**src/rtl/plate_box_overlay_pkg.sv**
```systemverilog
// Shared definitions for the plate-location video path.
//   - coordinate / pixel widths and the 13-bit difference width used for
//     overflow-free geometry arithmetic
//   - scan-window constants and standard overlay colours
//   - box_t: the four box edges as one packed bundle
//   - abs_diff(): |a-b| of two coordinates, computed in 13 bits
package plate_pkg;

  localparam int COORD_W = 12;
  localparam int RGB_W   = 24;
  localparam int DIFF_W  = COORD_W + 1;

  // Character-search window used by the upstream location stage.
  localparam logic [COORD_W-1:0] POST_UP    = 12'd0;
  localparam logic [COORD_W-1:0] POST_DOWN  = 12'd479;
  localparam logic [COORD_W-1:0] POST_LEFT  = 12'd0;
  localparam logic [COORD_W-1:0] POST_RIGHT = 12'd799;

  localparam logic [RGB_W-1:0] C_RED   = 24'hFF0000;
  localparam logic [RGB_W-1:0] C_GREEN = 24'h00FF00;

  typedef struct packed {
    logic [COORD_W-1:0] left;
    logic [COORD_W-1:0] right;
    logic [COORD_W-1:0] up;
    logic [COORD_W-1:0] down;
  } box_t;

  // Zero-extend, subtract, then fold the sign: range 0..4095 fits in 13 bits.
  function automatic logic [DIFF_W-1:0] abs_diff(input logic [COORD_W-1:0] a,
                                                 input logic [COORD_W-1:0] b);
    logic [DIFF_W-1:0] d;
    d = {1'b0, a} - {1'b0, b};
    return d[DIFF_W-1] ? (~d + DIFF_W'(1)) : d;
  endfunction

endpackage

```
**src/rtl/plate_box_overlay_stability.sv**
```systemverilog
// box_stability_filter: latches the box edges once per frame and decides
// whether the box is geometrically valid and stable enough to draw.
// Ports:
//   clk, rst_n     pixel clock, async active-low reset
//   i_vs           vertical sync, high = active frame; rising edge latches
//   i_edges        live box edges from the character-location stage
//   o_box          edges latched at the most recent vs rise
//   o_box_on       stable count reached STABLE_FRAMES
module box_stability_filter
  import plate_pkg::*;
#(
  parameter int MIN_W         = 40,
  parameter int MAX_W         = 380,
  parameter int MIN_H         = 20,
  parameter int JITTER        = 4,
  parameter int STABLE_FRAMES = 3
) (
  input  logic clk,
  input  logic rst_n,
  input  logic i_vs,
  input  box_t i_edges,
  output box_t o_box,
  output logic o_box_on
);

  localparam logic [DIFF_W-1:0] MIN_W_D  = DIFF_W'(MIN_W);
  localparam logic [DIFF_W-1:0] MAX_W_D  = DIFF_W'(MAX_W);
  localparam logic [DIFF_W-1:0] MIN_H_D  = DIFF_W'(MIN_H);
  localparam logic [DIFF_W-1:0] JITTER_D = DIFF_W'(JITTER);
  localparam logic [3:0]        SF       = 4'(STABLE_FRAMES);

  logic              r_vs_prev;
  logic              r_latch;    // one cycle after capture: cur/prev are settled
  box_t              r_cur;
  box_t              r_prev;
  logic [3:0]        r_cnt;

  logic              w_rise;
  logic [DIFF_W-1:0] w_width;
  logic [DIFF_W-1:0] w_height;
  logic              w_valid;
  logic              w_stable;
  logic [3:0]        w_cnt_next;

  assign w_rise = i_vs & ~r_vs_prev;

  always_comb begin
    w_width  = {1'b0, r_cur.right} - {1'b0, r_cur.left};
    w_height = {1'b0, r_cur.down}  - {1'b0, r_cur.up};
    // Ordering checks come first, so the width/height values are only
    // trusted when they cannot have wrapped.
    w_valid  = (r_cur.right > r_cur.left) && (r_cur.down > r_cur.up) &&
               (w_width >= MIN_W_D) && (w_width <= MAX_W_D) &&
               (w_height >= MIN_H_D);
    w_stable = (abs_diff(r_cur.left,  r_prev.left)  <= JITTER_D) &&
               (abs_diff(r_cur.right, r_prev.right) <= JITTER_D) &&
               (abs_diff(r_cur.up,    r_prev.up)    <= JITTER_D) &&
               (abs_diff(r_cur.down,  r_prev.down)  <= JITTER_D);
    w_cnt_next = 4'd0;
    if (w_valid) begin
      if (!w_stable)        w_cnt_next = 4'd1;
      else if (r_cnt >= SF) w_cnt_next = SF;
      else                  w_cnt_next = r_cnt + 4'd1;
    end
  end

  always_ff @(posedge clk or negedge rst_n) begin
    if (!rst_n) begin
      r_vs_prev <= 1'b0;
      r_latch   <= 1'b0;
      r_cur     <= '0;
      r_prev    <= '0;
      r_cnt     <= 4'd0;
    end else begin
      r_vs_prev <= i_vs;
      r_latch   <= w_rise;
      if (w_rise) begin
        r_prev <= r_cur;
        r_cur  <= i_edges;
      end
      if (r_latch) r_cnt <= w_cnt_next;
    end
  end

  assign o_box    = r_cur;
  assign o_box_on = (r_cnt == SF);

endmodule

```
**src/rtl/plate_box_overlay.sv**
```systemverilog
// plate_box_overlay: draws a rectangle around the located plate onto an
// RGB888 stream once the box has been valid and stable for enough frames.
// Ports:
//   clk, rst_n                 pixel clock, async active-low reset
//   i_hs, i_vs, i_de           input syncs / data enable (i_vs high = active)
//   i_x, i_y, i_data           input coordinates and RGB888 pixel
//   edge_left/right/up/down    box edges from the character-location stage
//   o_data, o_x, o_y           overlaid pixel and coordinates, 2 cycles late
//   o_hs, o_vs, o_de           syncs delayed by 2 cycles
//   o_box_on                   overlay currently enabled
module plate_box_overlay
  import plate_pkg::*;
#(
  parameter int               BOX_T         = 2,
  parameter logic [RGB_W-1:0] BOX_COLOR     = C_RED,
  parameter int               MIN_W         = 40,
  parameter int               MAX_W         = 380,
  parameter int               MIN_H         = 20,
  parameter int               JITTER        = 4,
  parameter int               STABLE_FRAMES = 3
) (
  input  logic               clk,
  input  logic               rst_n,
  input  logic               i_hs,
  input  logic               i_vs,
  input  logic               i_de,
  input  logic [COORD_W-1:0] i_x,
  input  logic [COORD_W-1:0] i_y,
  input  logic [RGB_W-1:0]   i_data,
  input  logic [COORD_W-1:0] edge_left,
  input  logic [COORD_W-1:0] edge_right,
  input  logic [COORD_W-1:0] edge_up,
  input  logic [COORD_W-1:0] edge_down,
  output logic [RGB_W-1:0]   o_data,
  output logic [COORD_W-1:0] o_x,
  output logic [COORD_W-1:0] o_y,
  output logic               o_hs,
  output logic               o_vs,
  output logic               o_de,
  output logic               o_box_on
);

  localparam logic [DIFF_W-1:0] T_M1 = DIFF_W'(BOX_T - 1);

  box_t              w_edges;
  box_t              w_box;
  logic              w_box_on;
  logic [DIFF_W-1:0] w_x, w_y, w_l, w_r, w_u, w_d;
  logic              w_in_x, w_in_y, w_vbar, w_hbar;

  // Stage 1
  logic [RGB_W-1:0]   r_data1;
  logic [COORD_W-1:0] r_x1, r_y1;
  logic               r_hs1, r_vs1, r_de1, r_border1, r_box_on1;
  // Stage 2 (outputs)
  logic [RGB_W-1:0]   r_data2;
  logic [COORD_W-1:0] r_x2, r_y2;
  logic               r_hs2, r_vs2, r_de2;

  assign w_edges = '{left: edge_left, right: edge_right, up: edge_up, down: edge_down};

  box_stability_filter #(
    .MIN_W         (MIN_W),
    .MAX_W         (MAX_W),
    .MIN_H         (MIN_H),
    .JITTER        (JITTER),
    .STABLE_FRAMES (STABLE_FRAMES)
  ) u_filter (
    .clk      (clk),
    .rst_n    (rst_n),
    .i_vs     (i_vs),
    .i_edges  (w_edges),
    .o_box    (w_box),
    .o_box_on (w_box_on)
  );

  // All geometry in 13 bits. The far-side bars are tested as x+T-1 >= right
  // rather than x >= right-T+1 so nothing can underflow either way.
  always_comb begin
    w_x    = {1'b0, i_x};
    w_y    = {1'b0, i_y};
    w_l    = {1'b0, w_box.left};
    w_r    = {1'b0, w_box.right};
    w_u    = {1'b0, w_box.up};
    w_d    = {1'b0, w_box.down};
    w_in_x = (w_x >= w_l) && (w_x <= w_r);
    w_in_y = (w_y >= w_u) && (w_y <= w_d);
    w_vbar = w_in_y && (((w_x >= w_l) && (w_x <= w_l + T_M1)) ||
                        ((w_x + T_M1 >= w_r) && (w_x <= w_r)));
    w_hbar = w_in_x && (((w_y >= w_u) && (w_y <= w_u + T_M1)) ||
                        ((w_y + T_M1 >= w_d) && (w_y <= w_d)));
  end

  always_ff @(posedge clk or negedge rst_n) begin
    if (!rst_n) begin
      r_data1   <= '0;
      r_x1      <= '0;
      r_y1      <= '0;
      r_hs1     <= 1'b0;
      r_vs1     <= 1'b0;
      r_de1     <= 1'b0;
      r_border1 <= 1'b0;
      r_box_on1 <= 1'b0;
      r_data2   <= '0;
      r_x2      <= '0;
      r_y2      <= '0;
      r_hs2     <= 1'b0;
      r_vs2     <= 1'b0;
      r_de2     <= 1'b0;
    end else begin
      r_data1   <= i_data;
      r_x1      <= i_x;
      r_y1      <= i_y;
      r_hs1     <= i_hs;
      r_vs1     <= i_vs;
      r_de1     <= i_de;
      r_border1 <= w_vbar | w_hbar;
      r_box_on1 <= w_box_on;
      r_data2   <= (r_border1 && r_de1 && r_box_on1) ? BOX_COLOR : r_data1;
      r_x2      <= r_x1;
      r_y2      <= r_y1;
      r_hs2     <= r_hs1;
      r_vs2     <= r_vs1;
      r_de2     <= r_de1;
    end
  end

  assign o_data   = r_data2;
  assign o_x      = r_x2;
  assign o_y      = r_y2;
  assign o_hs     = r_hs2;
  assign o_vs     = r_vs2;
  assign o_de     = r_de2;
  assign o_box_on = w_box_on;

endmodule

```
**config.mk**
```make
export PLATFORM = sky130hd
export DESIGN_NAME = plate_box_overlay
export DESIGN_NICKNAME = d
export VERILOG_FILES = /design/src/rtl/plate_box_overlay_pkg.sv /design/src/rtl/plate_box_overlay_stability.sv /design/src/rtl/plate_box_overlay.sv
export SDC_FILE = /design/constraint.sdc
export NUM_CORES = 1
export LEC_CHECK = 0
export CAP_MARGIN = 10
export CORE_ASPECT_RATIO = 0.6
export CORE_MARGIN = 2
export CORE_UTILIZATION = 50
export CTS_CLUSTER_DIAMETER = 120
export DETAILED_ROUTE_END_ITERATION = 16
export MAX_ROUTING_LAYER = met4
export PLACE_DENSITY_LB_ADDON = 0.25
export SETUP_SLACK_MARGIN = 0.02
export SLEW_MARGIN = 20
export SYNTH_ARGS = -nofsm -noshare
export SYNTH_HDL_FRONTEND = slang
export SYNTH_SLANG_ARGS = --single-unit
export TNS_END_PERCENT = 10
```
**constraint.sdc**
```tcl
create_clock -name clk -period 3.5 [get_ports clk]
set_input_delay 0.35 -clock clk [delete_from_list [all_inputs] [get_ports clk]]
set_output_delay 0.35 -clock clk [all_outputs]
set_load 0.03 [all_outputs]
```
==> metrics <==
Worst path max stage delay=560 ps; mapped cell area=~14,000 sq um; Synth Flop Type=dfrtp_1; DRC viols=0; Syn Area/Cell=between 9 and 10 sq um; Flop pwr share=between 20% and 30%; H-tree depth=1; Worst Skew=around 9.5 ps; CP endpoint kind=register; Nets=~2,000; Routability Congestion=roughly 0.93; CTS tree=yes; reg2reg end=u_filter.r_cnt[1]; Combinational Power Share=around half; r2r startpoint=u_filter.o_box[36]; post-route clock period utilization=101%; TNS Setup=-59.1 ps; Overall Power=~9600 uW; io pins=around 150; RSZ-0062 raised after global routing=yes; pre-CTS setup slack=-66.1 ps; share of synthesized flip-flops with an asynchronous set or reset=between 90% and 100%; PwrDens=roughly 560 nW/um^2; total track usage=28.2%; syn_nets=between 1,500 and 2,000; Slew Viols, Final=0; Lkg Pwr=0.00771 uW; Initial DRC Count=1,141; maximum fanout along the worst path=4; commonest non-fill, non-tap cells in the layout=dfrtp_1, ha_1, clkdlybuf4s50_1; total gr overflow=0; CTS Buffer Depth=3; internal power=around 6000 uW; Die Span Y=133 microns; Synth area leaders=dfrtp_1, ha_1, o21ai_0; Hold Path End=r_data1[7]; VDD IR max=approximately 0.00044 V; Design Area, Final=roughly 17,000 sq um; Clk pwr share=around 23%; clk slew on worst S/H paths=~60 ps; Net Sw Power=between 3000 and 4000 uW; final setup vio count=2; distinct cell type count after synthesis=80; outcome=finished, violations left; Hold Startpoint=i_data[7]; commonest non-fill, non-tap cell in the layout=dfrtp_1; CTS Buf Count=22; Cells after Synth=1,508; I/O Buffers=between 150 and 200; ANT cells=0; setup ws final=-39.6 ps; Fin. Hold Viols=0; Vias=approximately 12,000; post-detail-place hpwl=around 30,000 microns; R2R depth=13; WS Path Type=register to register; Crit path required time=just under 4000 ps; fin util=approximately 63%; top cell type's share of synthesized area=about 37%; Fmax=approximately 280 MHz; Fillers=between 2,000 and 2,500; Syn. warnings=0; Yosys reg bits=about 210; pin count of the biggest net entering global routing=about 120; Core ar.=27,500 sq um; Layout Area Growth over Synthesis=24.3%; antenna viol nets, final=0; sw frac=just under 40%; EDFF count, synth=0; failing checks=setup timing; Seq/Total Area, Yosys=between 30% and 40%; Root Buffer=clkbuf_16; hold crit path type=input port to register; later-pin clock latency in the skew report=520 ps; die area=about 29,000 sq um; first-pass GRT wire length=63,100 microns; crit path max-delay cell type=or4b_4; proportion of layout cells with a drive suffix above 1=between 10% and 20%; crit path time final=3540 ps; largest area contributor in the netlist=dfrtp_1; Worst-Margin Slew=between 900 and 1000 ps; flop-to-flop setup slack=-40 ps; max_cap viols=0; Worst setup SP type=register; CP Data Arrival Time=roughly 4000 ps; worst rel slew slack=38.3%; crit-path cells=inv_2 -> ha_1 -> inv_1 -> fa_2 -> a211o_1 -> and4_4 -> o21a_4 -> or3_4 -> xnor2_2 -> xnor2_1 -> or4b_4 -> nor4_4 -> a21o_1; initial antenna violation count=0; DP Area=around 16,000 sq um; Starting Density=between 50% and 60%; Die Wd=approximately 220 microns; Via density=roughly 5.8; Clock Sinks=about 210; Rows=47; vias in the first global route=roughly 12,000; Pre-antenna DRT Iters=5; worst hold stages=1; routed len/inst=18.6 microns; WL final=between 30,000 and 40,000 microns
[layer usage]
layer | share of wire, % | track usage [%]
met5 | 0 | -
met4 | 1.5 | 4.80
met3 | 9.3 | 5.77
met2 | 39 | 36.0
met1 | 51 | 45.2
[flip-flops by register name (all words and copies together), names as in the netlist]
name / cells
u_filter.r_prev: 48
u_filter.r_cnt: 4
o_de: 1
o_data: 24
r_border1: 1
o_x: 12
u_filter.o_box: 48
r_y1: 12
r_hs1: 1
r_data1: 24
r_de1: 1
r_box_on1: 1
o_hs: 1
u_filter.r_vs_prev: 1
o_y: 12
o_vs: 1
r_x1: 12
u_filter.r_latch: 1
[synthesized netlist by cell type (all sizes together), types with 4 or more instances]
library cell / number
o21ai: 149
or2: 6
nand2: 141
dfrtp: 205
o211ai: 12
clkbuf: 28
and2: 20
a211oi: 11
and4: 4
inv: 115
o2111ai: 10
nor2: 65
nand4: 23
nand3: 47
a31oi: 19
a2111oi: 10
nand2b: 32
mux2i: 6
nor3: 32
nor2b: 28
or3: 11
nor4: 14
a21boi: 9
nand3b: 4
o31ai: 6
xor2: 31
mux2: 7
fa: 6
xnor2: 64
and3: 14
buf: 10
a211o: 5
o22ai: 10
ha: 173
a21o: 25
a21oi: 78
o21a: 25
[cell type report]
cell class,instances,area [sq um],area share (%)
Clock buffer,29,608,3.52
Clock inverter,9,55.1,0.319
Sequential cell,205,5130,29.7
Multi-Input combinational cell,1150,8300,48.1
Tap cell,367,459,2.66
Inverter,115,432,2.50
Timing Repair Buffer,246,2270,13.2
[worst max-delay path, delay by kind of cell, from the launching register on]
| family | cells | cell delay (ps) |
|---|---|---|
| adder cells (fa/ha/maj) | 2 | 470 |
| buffers and inverters | 2 | 120 |
| AND/OR/NAND/NOR | 4 | 1490 |
| XOR/XNOR | 2 | 290 |
| AO/OA/AOI/OAI | 3 | 730 |
| flip-flops | 1 | 380 |
[worst max path at each step]
stage / start / end / depth (start not counted)
detailed placement: u_filter.o_box[12] / u_filter.r_cnt[0] / 14
global route: u_filter.o_box[36] / u_filter.r_cnt[0] / 14
floorplan: u_filter.o_box[12] / u_filter.r_cnt[0] / 13
CTS: u_filter.o_box[36] / u_filter.r_cnt[0] / 14
finish: u_filter.o_box[36] / u_filter.r_cnt[1] / 13
global placement: u_filter.o_box[36] / u_filter.r_cnt[0] / 13
[cells by family (layout without fill, tap and decap cells)]
logic type	count (synthesis)	after routing	synth area share [%]
and+or+nand+nor	453	453	16.5
AOI/OAI and AO/OA	410	410	18.7
DFF	205	205	36.9
adders and majority gates	179	179	16.5
buffers and inverters	153	399	4.23
xor gates and xnor gates	95	95	6.10
muxes	13	13	1.09
[through the flow]
stage / hold WS, ps / cells
floorplan: 54.4 / 1508
global placement: 332 / 2080
global route: 267 / 2121
CTS: 263 / 2120
detailed placement: 335 / 2080
finish: 274 / 2121
[power by group through the flow]
stage / sequential [uW] / clock, uW / combinational, uW
after floorplan: 2810 / 0 / 2910
after global placement: 2770 / 0 / 4310
after detailed placement: 2780 / 0 / 4400
after CTS: 2740 / 2230 / 4470
after global routing: 2760 / 2340 / 5100
final: 2750 / 2190 / 4650
[timing repair]
action / CTS / global route
endpoints found under the setup margin: 2 / 2
pin swaps: 3 / 10
cloned: 0 / 0
resized for setup: 5 / 21
hold endpoints to repair: 82 / 0
hold buffers: 1 / 0
buffers inserted: 1 / 1
(Power assumes the default switching activity.)
